File: src/rtl/i3c_pkg.sv
// Shared definitions for the I3C target interrupt logic.
// Holds the coalescing FSM state encoding and a helper that sizes the
// per-cycle new-event count for a given number of interrupt sources.
package i3c_pkg;

  typedef enum logic [1:0] {
    IRQ_COAL_IDLE  = 2'd0,
    IRQ_COAL_ACCUM = 2'd1,
    IRQ_COAL_FIRE  = 2'd2
  } irq_coal_state_e;

  // Bits needed to hold a popcount of n sources (0..n inclusive).
  function automatic int unsigned evt_width(input int unsigned n);
    return $clog2(n + 1);
  endfunction

endpackage

File: src/rtl/tti_irq_coalescer.sv
// Interrupt coalescing engine.
// Counts new events and fires once the count reaches a threshold or a
// timeout expires after the first accumulated event. A zero threshold
// bypasses coalescing and the raw request is registered straight through.
//
// Ports:
//   clk_i          - clock
//   rst_ni         - synchronous active-low reset
//   new_evt_i      - number of events recorded this cycle
//   raw_i          - OR of enabled status bits
//   coal_thld_i    - events needed to fire (0 = passthrough)
//   coal_timeout_i - cycles from first event to forced fire (0 = none)
//   irq_o          - registered interrupt
//   pending_cnt_o  - registered event counter
//   state_o        - current FSM state (debug visibility)
module tti_irq_coalescer
  import i3c_pkg::*;
#(
  parameter int unsigned CntWidth   = 8,
  parameter int unsigned TimerWidth = 16,
  parameter int unsigned EvtW       = 3
) (
  input  logic                  clk_i,
  input  logic                  rst_ni,
  input  logic [EvtW-1:0]       new_evt_i,
  input  logic                  raw_i,
  input  logic [CntWidth-1:0]   coal_thld_i,
  input  logic [TimerWidth-1:0] coal_timeout_i,
  output logic                  irq_o,
  output logic [CntWidth-1:0]   pending_cnt_o,
  output irq_coal_state_e       state_o
);

  // Wide enough that counter + new_evt never wraps before saturation.
  localparam int unsigned SumW = CntWidth + EvtW;
  localparam logic [CntWidth-1:0]   CntMax = '1;
  localparam logic [TimerWidth-1:0] TmrMax = '1;

  irq_coal_state_e       r_state, w_state_d;
  logic [CntWidth-1:0]   r_cnt, w_cnt_d;
  logic [TimerWidth-1:0] r_tmr, w_tmr_d;
  logic                  r_irq, w_irq_d;

  logic [SumW-1:0]       w_sum;
  logic [CntWidth-1:0]   w_cnt_sat;
  logic [TimerWidth-1:0] w_tmr_inc;
  logic                  w_fire_hit;

  // The counter is zero outside ACCUM/FIRE, so the same saturating sum
  // serves both the IDLE load and the ACCUM accumulate.
  assign w_sum      = SumW'(r_cnt) + SumW'(new_evt_i);
  assign w_cnt_sat  = (w_sum > SumW'(CntMax)) ? CntMax : w_sum[CntWidth-1:0];
  assign w_tmr_inc  = (r_tmr == TmrMax) ? r_tmr : r_tmr + TimerWidth'(1);
  assign w_fire_hit = (w_cnt_sat >= coal_thld_i) ||
                      ((coal_timeout_i != '0) && (w_tmr_inc >= coal_timeout_i));

  always_comb begin
    w_state_d = r_state;
    w_cnt_d   = r_cnt;
    w_tmr_d   = r_tmr;
    w_irq_d   = 1'b0;
    if (coal_thld_i == '0) begin
      // Passthrough: FSM parked, request registered directly.
      w_state_d = IRQ_COAL_IDLE;
      w_cnt_d   = '0;
      w_tmr_d   = '0;
      w_irq_d   = raw_i;
    end else begin
      case (r_state)
        IRQ_COAL_IDLE: begin
          w_cnt_d = '0;
          w_tmr_d = '0;
          if (new_evt_i != '0) begin
            w_cnt_d   = w_cnt_sat;
            w_state_d = IRQ_COAL_ACCUM;
          end
        end
        IRQ_COAL_ACCUM: begin
          w_cnt_d = w_cnt_sat;
          w_tmr_d = w_tmr_inc;
          if (w_fire_hit) begin
            w_state_d = IRQ_COAL_FIRE;
          end else if (!raw_i && (new_evt_i == '0)) begin
            // Software cleared everything before the fire point.
            w_state_d = IRQ_COAL_IDLE;
            w_cnt_d   = '0;
            w_tmr_d   = '0;
          end
        end
        IRQ_COAL_FIRE: begin
          // Events here only update status; the count is frozen.
          w_irq_d = raw_i;
          if (!raw_i) begin
            w_state_d = IRQ_COAL_IDLE;
            w_cnt_d   = '0;
            w_tmr_d   = '0;
          end
        end
        default: begin
          w_state_d = IRQ_COAL_IDLE;
          w_cnt_d   = '0;
          w_tmr_d   = '0;
        end
      endcase
    end
  end

  always_ff @(posedge clk_i) begin
    if (!rst_ni) begin
      r_state <= IRQ_COAL_IDLE;
      r_cnt   <= '0;
      r_tmr   <= '0;
      r_irq   <= 1'b0;
    end else begin
      r_state <= w_state_d;
      r_cnt   <= w_cnt_d;
      r_tmr   <= w_tmr_d;
      r_irq   <= w_irq_d;
    end
  end

  assign irq_o         = r_irq;
  assign pending_cnt_o = r_cnt;
  assign state_o       = r_state;

endmodule

File: src/rtl/tti_irq_agg.sv
// TTI interrupt aggregator.
// An array of sticky status bits (enable, force, hardware and software
// clear per source) feeding a coalescing engine that drives one interrupt.
//
// Ports:
//   clk_i          - clock
//   rst_ni         - synchronous active-low reset
//   set_i          - per-source event pulses
//   clr_i          - per-source hardware clear pulses
//   sw_clr_i       - per-source software W1C clear pulses
//   force_i        - per-source software force pulses
//   sts_ena_i      - gates recording of set_i
//   sig_ena_i      - gates contribution of status to the interrupt
//   coal_thld_i    - coalescing threshold (0 = passthrough)
//   coal_timeout_i - coalescing timeout in cycles (0 = none)
//   sts_o          - registered status bits
//   pending_cnt_o  - registered coalescing count
//   irq_o          - registered interrupt
//   coal_state_o   - coalescing FSM state (debug visibility)
module tti_irq_agg
  import i3c_pkg::*;
#(
  parameter int unsigned         NumIrq     = 4,
  parameter int unsigned         CntWidth   = 8,
  parameter int unsigned         TimerWidth = 16,
  parameter logic [NumIrq-1:0]   DelayMask  = '0
) (
  input  logic                  clk_i,
  input  logic                  rst_ni,
  input  logic [NumIrq-1:0]     set_i,
  input  logic [NumIrq-1:0]     clr_i,
  input  logic [NumIrq-1:0]     sw_clr_i,
  input  logic [NumIrq-1:0]     force_i,
  input  logic [NumIrq-1:0]     sts_ena_i,
  input  logic [NumIrq-1:0]     sig_ena_i,
  input  logic [CntWidth-1:0]   coal_thld_i,
  input  logic [TimerWidth-1:0] coal_timeout_i,
  output logic [NumIrq-1:0]     sts_o,
  output logic [CntWidth-1:0]   pending_cnt_o,
  output logic                  irq_o,
  output irq_coal_state_e       coal_state_o
);

  localparam int unsigned EvtW = evt_width(NumIrq);

  logic [NumIrq-1:0] r_set_q;
  logic [NumIrq-1:0] r_sts;
  logic [NumIrq-1:0] w_set_eff;
  logic [NumIrq-1:0] w_new_bits;
  logic [NumIrq-1:0] w_clr;
  logic [NumIrq-1:0] w_sts_d;
  logic              w_raw;
  logic [EvtW-1:0]   w_new_evt;

  // Delayed sources use last cycle's pulse so they line up with the
  // queue flag updates they report on.
  assign w_set_eff  = (DelayMask & r_set_q) | (~DelayMask & set_i);
  assign w_new_bits = (w_set_eff & sts_ena_i) | force_i;
  // A set or force in the same cycle beats a clear so no event is lost.
  assign w_clr      = (clr_i | sw_clr_i) & ~w_new_bits;
  assign w_sts_d    = (r_sts | w_new_bits) & ~w_clr;
  assign w_raw      = |(r_sts & sig_ena_i);

  // Every recorded event counts, including repeats on already-set bits.
  always_comb begin
    w_new_evt = '0;
    for (int i = 0; i < NumIrq; i++) begin
      w_new_evt = w_new_evt + EvtW'(w_new_bits[i]);
    end
  end

  always_ff @(posedge clk_i) begin
    if (!rst_ni) begin
      r_set_q <= '0;
      r_sts   <= '0;
    end else begin
      r_set_q <= set_i;
      r_sts   <= w_sts_d;
    end
  end

  tti_irq_coalescer #(
    .CntWidth   (CntWidth),
    .TimerWidth (TimerWidth),
    .EvtW       (EvtW)
  ) u_coalescer (
    .clk_i          (clk_i),
    .rst_ni         (rst_ni),
    .new_evt_i      (w_new_evt),
    .raw_i          (w_raw),
    .coal_thld_i    (coal_thld_i),
    .coal_timeout_i (coal_timeout_i),
    .irq_o          (irq_o),
    .pending_cnt_o  (pending_cnt_o),
    .state_o        (coal_state_o)
  );

  assign sts_o = r_sts;

endmodule
File: config.mk
export PLATFORM = sky130hd
export DESIGN_NAME = tti_irq_agg
export DESIGN_NICKNAME = d
export VERILOG_FILES = /design/src/rtl/i3c_pkg.sv /design/src/rtl/tti_irq_coalescer.sv /design/src/rtl/tti_irq_agg.sv
export SDC_FILE = /design/constraint.sdc
export NUM_CORES = 1
export LEC_CHECK = 0
export ABC_AREA = 1
export CORE_MARGIN = 5
export CORE_UTILIZATION = 42
export DETAILED_ROUTE_END_ITERATION = 16
export PLACE_DENSITY = 0.76
export SLEW_MARGIN = 20
export SYNTH_ARGS = -nofsm -noshare
export SYNTH_HDL_FRONTEND = slang
export SYNTH_HIERARCHICAL = 1
export SYNTH_SLANG_ARGS = --single-unit
File: constraint.sdc
create_clock -name clk_i -period 6.6 [get_ports clk_i]
set_input_delay 1.65 -clock clk_i [delete_from_list [all_inputs] [get_ports clk_i]]
set_output_delay 1.65 -clock clk_i [all_outputs]
set_load 0.05 [all_outputs]
==> results of run 1 <==
[layout by cell type, fill, tap and decap left out, drive strengths merged, types with 5 or more instances in the layout]
cell | synthesis | routed
nand2 | 147 | 147
inv | 89 | 89
clkdlybuf4s50 | 0 | 64
nand3 | 53 | 53
a21oi | 40 | 40
dfxtp | 31 | 31
ha | 30 | 30
nor2 | 22 | 22
nor3 | 10 | 10
xor2 | 8 | 8
nand4 | 8 | 8
clkbuf | 3 | 6
nor4 | 5 | 5
[flip-flops by register name, indices dropped and copies added, names as in the netlist]
| register | count |
|---|---|
| sts_o | 4 |
| u_coalescer/state_o | 2 |
| u_coalescer/pending_cnt_o | 8 |
| u_coalescer/r_tmr | 16 |
| u_coalescer/irq_o | 1 |
[worst max-delay path by stage]
| stage | endpoint | slack [ns] | cells past startpoint |
|---|---|---|---|
| floorplan | u_coalescer/r_tmr[10]$_SDFFE_PP0N_ | 1.22 | 24 |
| global placement | u_coalescer/r_tmr[5]$_SDFFE_PP0N_ | 0.65 | 24 |
| detailed placement | u_coalescer/r_tmr[5]$_SDFFE_PP0N_ | 0.53 | 23 |
| CTS | u_coalescer/r_tmr[5]$_SDFFE_PP0N_ | 0.85 | 23 |
| global route | u_coalescer/r_tmr[5]$_SDFFE_PP0N_ | 0.57 | 23 |
| finish | u_coalescer/r_tmr[0]$_SDFFE_PP0N_ | 0.83 | 23 |
[per-stage QoR]
stage               worst slack, ns   util  instance area [sq um]  std cells  hold slack, ns
global route                  0.574  0.540                   3850        631           0.533
finish                        0.827  0.540                   3850        631           0.501
global placement              0.647  0.528                   3770        624           0.484
floorplan                      1.22      -                   3030        466           0.472
CTS                           0.846  0.540                   3850        631           0.504
detailed placement            0.532  0.528                   3770        624           0.489
[kinds of logic after synthesis]
family / count (synthesis)
simple gates: 247
buf+inv: 97
compound gates: 47
fa+ha+maj: 32
flops: 31
xor+xnor: 11
mux: 1
[power breakdown]
part / internal, W / leakage [nW] / switching, W / total (W)
combinational: 0.000160 / 1.61 / 0.000258 / 0.000417
clock: 0.0000817 / 0.0470 / 0.0000713 / 0.000153
sequential: 0.000205 / 0.252 / 0.0000210 / 0.000226
[worst max-delay path, cell delays in order]
cell	delay, ns
clkdlybuf4s50_1	0.48
a21oi_2	0.08
fa_1	0.53
inv_1	0.04
ha_1	0.18
ha_1	0.31
inv_1	0.06
fa_1	0.42
inv_1	0.08
nand2_1	0.05
a21oi_2	0.22
nand4_1	0.12
nand2_1	0.09
nand2_1	0.13
ha_1	0.33
nand4_1	0.12
nor3_1	0.30
nor3_4	0.09
nand2_4	0.13
nand2_4	0.07
nand2_4	0.24
nand2_1	0.09
a21oi_1	0.13
[area by class of cell]
class / instances / area (sq um)
inverters: 91 / 342
repair buffers: 65 / 648
clock inverters: 1 / 5.00
fillers: 702 / 3280
clock buffers: 6 / 82.6
multi-input cells: 338 / 2030
flip-flops and latches: 31 / 621
well taps: 99 / 124
[layer usage]
| metal | up-vias | track usage |
|---|---|---|
| met5 | - | 0 |
| met2 | 73 | 0.323 |
| met1 | 1397 | 0.205 |
| met3 | 6 | 0.0343 |
| met4 | 0 | 0.0577 |
| li1 | 1613 | - |
==> flow_summary.yaml, run 1 <==
outcome:
  status: "completed"
die:
  start_util: 0.425
  rows: 31
  core_sq_um: 7140
  die_w_microns: 95.0
  die_h_microns: 95.0
  ios: 65
  dieArea_sq_um: 9020
critical_path:
  r2r_setup_slack_ns: 3.28
  critPathRequiredTime_ns: 6.80
  rr_endpoint: "u_coalescer/r_tmr[0]$_SDFFE_PP0N_"
  cp-start-kind: "primary input"
  r2r_cells: 18
  crit_type: "primary input to flip-flop"
  worstReg2RegStart: "u_coalescer/pending_cnt_o[0]$_SDFFE_PP0N_"
  worst-path-max-fanout: 16
  cp.arrival_ns: 5.97
  critPathCaptureType: "flip-flop"
  cp-startpoint: "sts_ena_i[0]"
route:
  first_iter_violations: 156
  route.layer.met1.wl_microns: 3190
  ant_nets: 0
  routed-wl-met2_microns: 4050
  drt-total-wl_microns: 7770
  top_layer: "met4"
  route.detailed.drc: 0
  wire_per_inst_microns: 12.3
  viasPerCell: 4.90
  drtPass1Iterations: 5
  routed-wl-met3_microns: 441
  dr_total_vias: 3089
logic_synthesis:
  synth_top_cells_by_area: "dfxtp_1 20%, nand2_1 16%, ha_1 12%"
  synth_cells: 466
  synth_compound_area_frac: 0.102
  synth.most_common_cell: "nand2_1"
  synth_common_cells: "127 x nand2_1, 82 x inv_1, 51 x nand3_1"
  synth_nets: 548
  synthAdderAreaFrac: 0.137
  syn_area_sq_um: 3030
  syn_area_per_cell_sq_um: 6.51
  yosys.area.top_type_share: 0.205
  synth_edf_count: 0
  synth-simple-area-share: 0.395
  ys_seq_area_frac: 0.205
  synth_cell_types: 38
  ys_ff_latch: 31
  async_flop_share: 0
  synth_ff_type: "dfxtp_1"
  yosysWarnings: 6
  synth_top_family_by_area: "simple AND/OR/NAND/NOR gates"
  synthXorXnorAreaFrac: 0.0343
  synth_top_area_cell: "dfxtp_1"
  synthMuxAreaShare: 0.00330
run:
  cap_violations: 0
grt:
  grt_max_degree: 25
  globalRouteTotalUtil: 0.177
  antenna_found_initial: 0
  grt_pass1_wl_microns: 12800
  grt.overflow.total: 0
  grt_pass1_vias: 2968
clock_network:
  clk_latency_ns: 0.29
  clkTransAtPathRegs_ns: 0.06
  cts_buffers: 5
  cts_buffer_depth: 2
  cts.htree.levels: 2
  ctsRootBufferMaster: "clkbuf_8"
  numClockSinks: 31
  cts-hold-fix-buffers: 0
  post_cts_buffers: 0
  cts_resized: 0
  tritoncts: "built"
sta:
  timing.final.crit_share: 0.875
  worst_pin_slew_ns: 0.781
  slew_viol_final: 0
  rsz0062_at_grt: "no"
  fmax_mhz: 173
  setup_tns_ns: 0
  fin_skew_ns: 0.00458
  min_period_ns: 5.77
  hold_viol: 0
  setup_viol: 0
  timing.slew.headroom: 0.477
placement:
  dp_hpwl_microns: 6280
  port_buffers: 64
  place.gp.congestion: 0.908
hold_path:
  holdCritStartpoint: "u_coalescer/r_tmr[13]$_SDFFE_PP0N_"
  min_delay_worst_endpoint: "u_coalescer/r_tmr[13]$_SDFFE_PP0N_"
  whs_path_depth: 2
  hp-class: "flip-flop to flip-flop"
finish:
  syn_to_final_growth_pct: 27.2
  nets: 614
  drive_gt1_frac: 0.124
  diodes: 0
power_and_ir_drop:
  p_per_area_nw_per_um2: 207
  p_leak_nw: 1.91
  power_w: 0.000797
  ir_drop_uv: 90.8
No activity file was read; power rests on OpenSTA's default activity.
==> inputs of run 2 (changes only) <==
Settings changed: SETUP_SLACK_MARGIN set to 0.5.
==> results of run 2 <==
No change in the layout: final DEF, timing and power equal those of run 1.
==> inputs of run 3 (changes only) <==
Settings changed: CORE_MARGIN 5 to unset, SLEW_MARGIN 20 to unset.
==> run 3 against run 2 <==
Against the previous run:
- critical path depth is 2 higher
- maximum frequency hardly changed
- final cell count shrank 0.32%
- largest cell class unchanged
- largest power group unchanged
==> flow_summary.yaml, run 3 (synthesis gave the netlist of run 1 again) <==
die:
  rows: 30
  die_w_microns: 87.0
  start_util: 0.441
  ios: 65
  dieArea_sq_um: 7560
  core_sq_um: 6870
  die_h_microns: 87.0
sta:
  fin_skew_ns: 0.00508
  worst_pin_slew_ns: 0.780
  rsz0062_at_grt: "no"
  layout_setup_ws_ns: 0.825
  min_period_ns: 5.78
  setup_tns_ns: 0
  fmax_mhz: 173
  setup_viol: 0
  timing.final.crit_share: 0.875
  hold_viol: 0
  fin_hold_ws_ns: 0.504
  timing.slew.headroom: 0.479
  slew_viol_final: 0
critical_path:
  path_buf_inv: 7
  cp-start-kind: "primary input"
  critPathSlowestCell: "fa_1"
  critPathCaptureType: "flip-flop"
  crit_type: "primary input to flip-flop"
  cp.arrival_ns: 5.96
  critical_path.max_stage_delay_ns: 0.53
  worst-path-max-fanout: 9
  critPathTopFamily: "adder cells"
  critPathRequiredTime_ns: 6.78
route:
  drt-total-wl_microns: 7620
  drtPass1Iterations: 5
  dr_total_vias: 3108
  ant_nets: 0
  wire_per_inst_microns: 12.1
  viasPerCell: 4.94
  first_iter_violations: 229
  route.detailed.drc: 0
clock_network:
  cts_buffer_depth: 2
  cts.htree.levels: 2
  cts_buffers: 5
  ctsRootBufferMaster: "clkbuf_8"
  numClockSinks: 31
  cts-hold-fix-buffers: 0
  tritoncts: "built"
  clk_latency_ns: 0.28
  clkTransAtPathRegs_ns: 0.07
power_and_ir_drop:
  ir_drop_uv: 118
  p_per_area_nw_per_um2: 218
  power_w: 0.000855
  p_leak_nw: 1.93
placement:
  place.gp.congestion: 0.886
  port_buffers: 64
  dp_hpwl_microns: 6050
  dpl_worst_slack_ns: 0.542
finish:
  syn_to_final_growth_pct: 29.1
  regMostFlops: "u_coalescer/r_tmr"
  largest_register_ffs: 16
  mostFrequentLayoutCells: "124 x nand2_1, 82 x inv_1, 64 x clkdlybuf4s50_1"
  drive_gt1_frac: 0.131
  diodes: 0
  nets: 614
  layout_commonest_cell: "nand2_1"
grt:
  antenna_found_initial: 0
  globalRouteTotalUtil: 0.208
  grt_pass1_vias: 2888
  grt_max_degree: 25
  grt_pass1_wl_microns: 12600
  grt.overflow.total: 0
hold_path:
  hp-class: "flip-flop to flip-flop"
run:
  cap_violations: 0
outcome:
  status: "completed"
-- run 3: path summary, 6_finish.rpt --
| path | cells after the start | endpoint | start | slack [ns] |
|---|---|---|---|---|
| max | 25 | u_coalescer/pending_cnt_o[4]$_SDFFE_PP0N_ | sts_ena_i[0] | 0.82 |
| min | 2 | sts_o[2]$_SDFF_PN0_ | sts_o[2]$_SDFF_PN0_ | 0.50 |
| max reg2reg | 22 | u_coalescer/r_tmr[0]$_SDFFE_PP0N_ | u_coalescer/r_tmr[0]$_SDFFE_PP0N_ | 3.27 |
| min reg2reg | 2 | sts_o[2]$_SDFF_PN0_ | sts_o[2]$_SDFF_PN0_ | 0.50 |
-- run 3: tightest hold or removal path: cells and delay by family, from the launching register on --
family             cells  cell delay, ns
DFF                    1            0.32
and+or+nand+nor        1            0.08
AOI/OAI and AO/OA      1            0.06
-- run 3: timing repair --
item / 4_1_cts / 5_1_grt
setup endpoints to repair: 0 / 11
buffers inserted: 0 / 0
gates resized for setup: 0 / 6
-- run 3: metal layers --
metal / GRT usage / routed length [microns]
met1: 0.270 / 3430
met2: 0.372 / 3670
met3: 0.0227 / 441
met4: 0.0455 / 77
met5: 0 / 0
-- run 3: through the flow --
stage          utilization  cell area, sq um  instances
6_report             0.570              3910        629
5_1_grt              0.570              3910        629
4_1_cts              0.565              3880        629
3_5_place_dp         0.548              3760        621
3_3_place_gp         0.548              3760        621
2_1_floorplan            -              3030        466
-- run 3: layout make-up --
cell class                      instances  area (sq um)
Fill cell                             675          2960
Inverter                               91           342
Tap cell                               96           120
Sequential cell                        31           621
Clock inverter                          2          35.0
Multi-Input combinational cell        338          2070
Timing Repair Buffer                   65           648
Clock buffer                            6          82.6
-- run 3: power breakdown --
group	internal [W]	switching, W	leakage, nW
registers	0.000205	0.0000201	0.252
logic	0.000164	0.000269	1.62
clock network	0.000122	0.0000744	0.0612
total	0.000492	0.000363	1.93
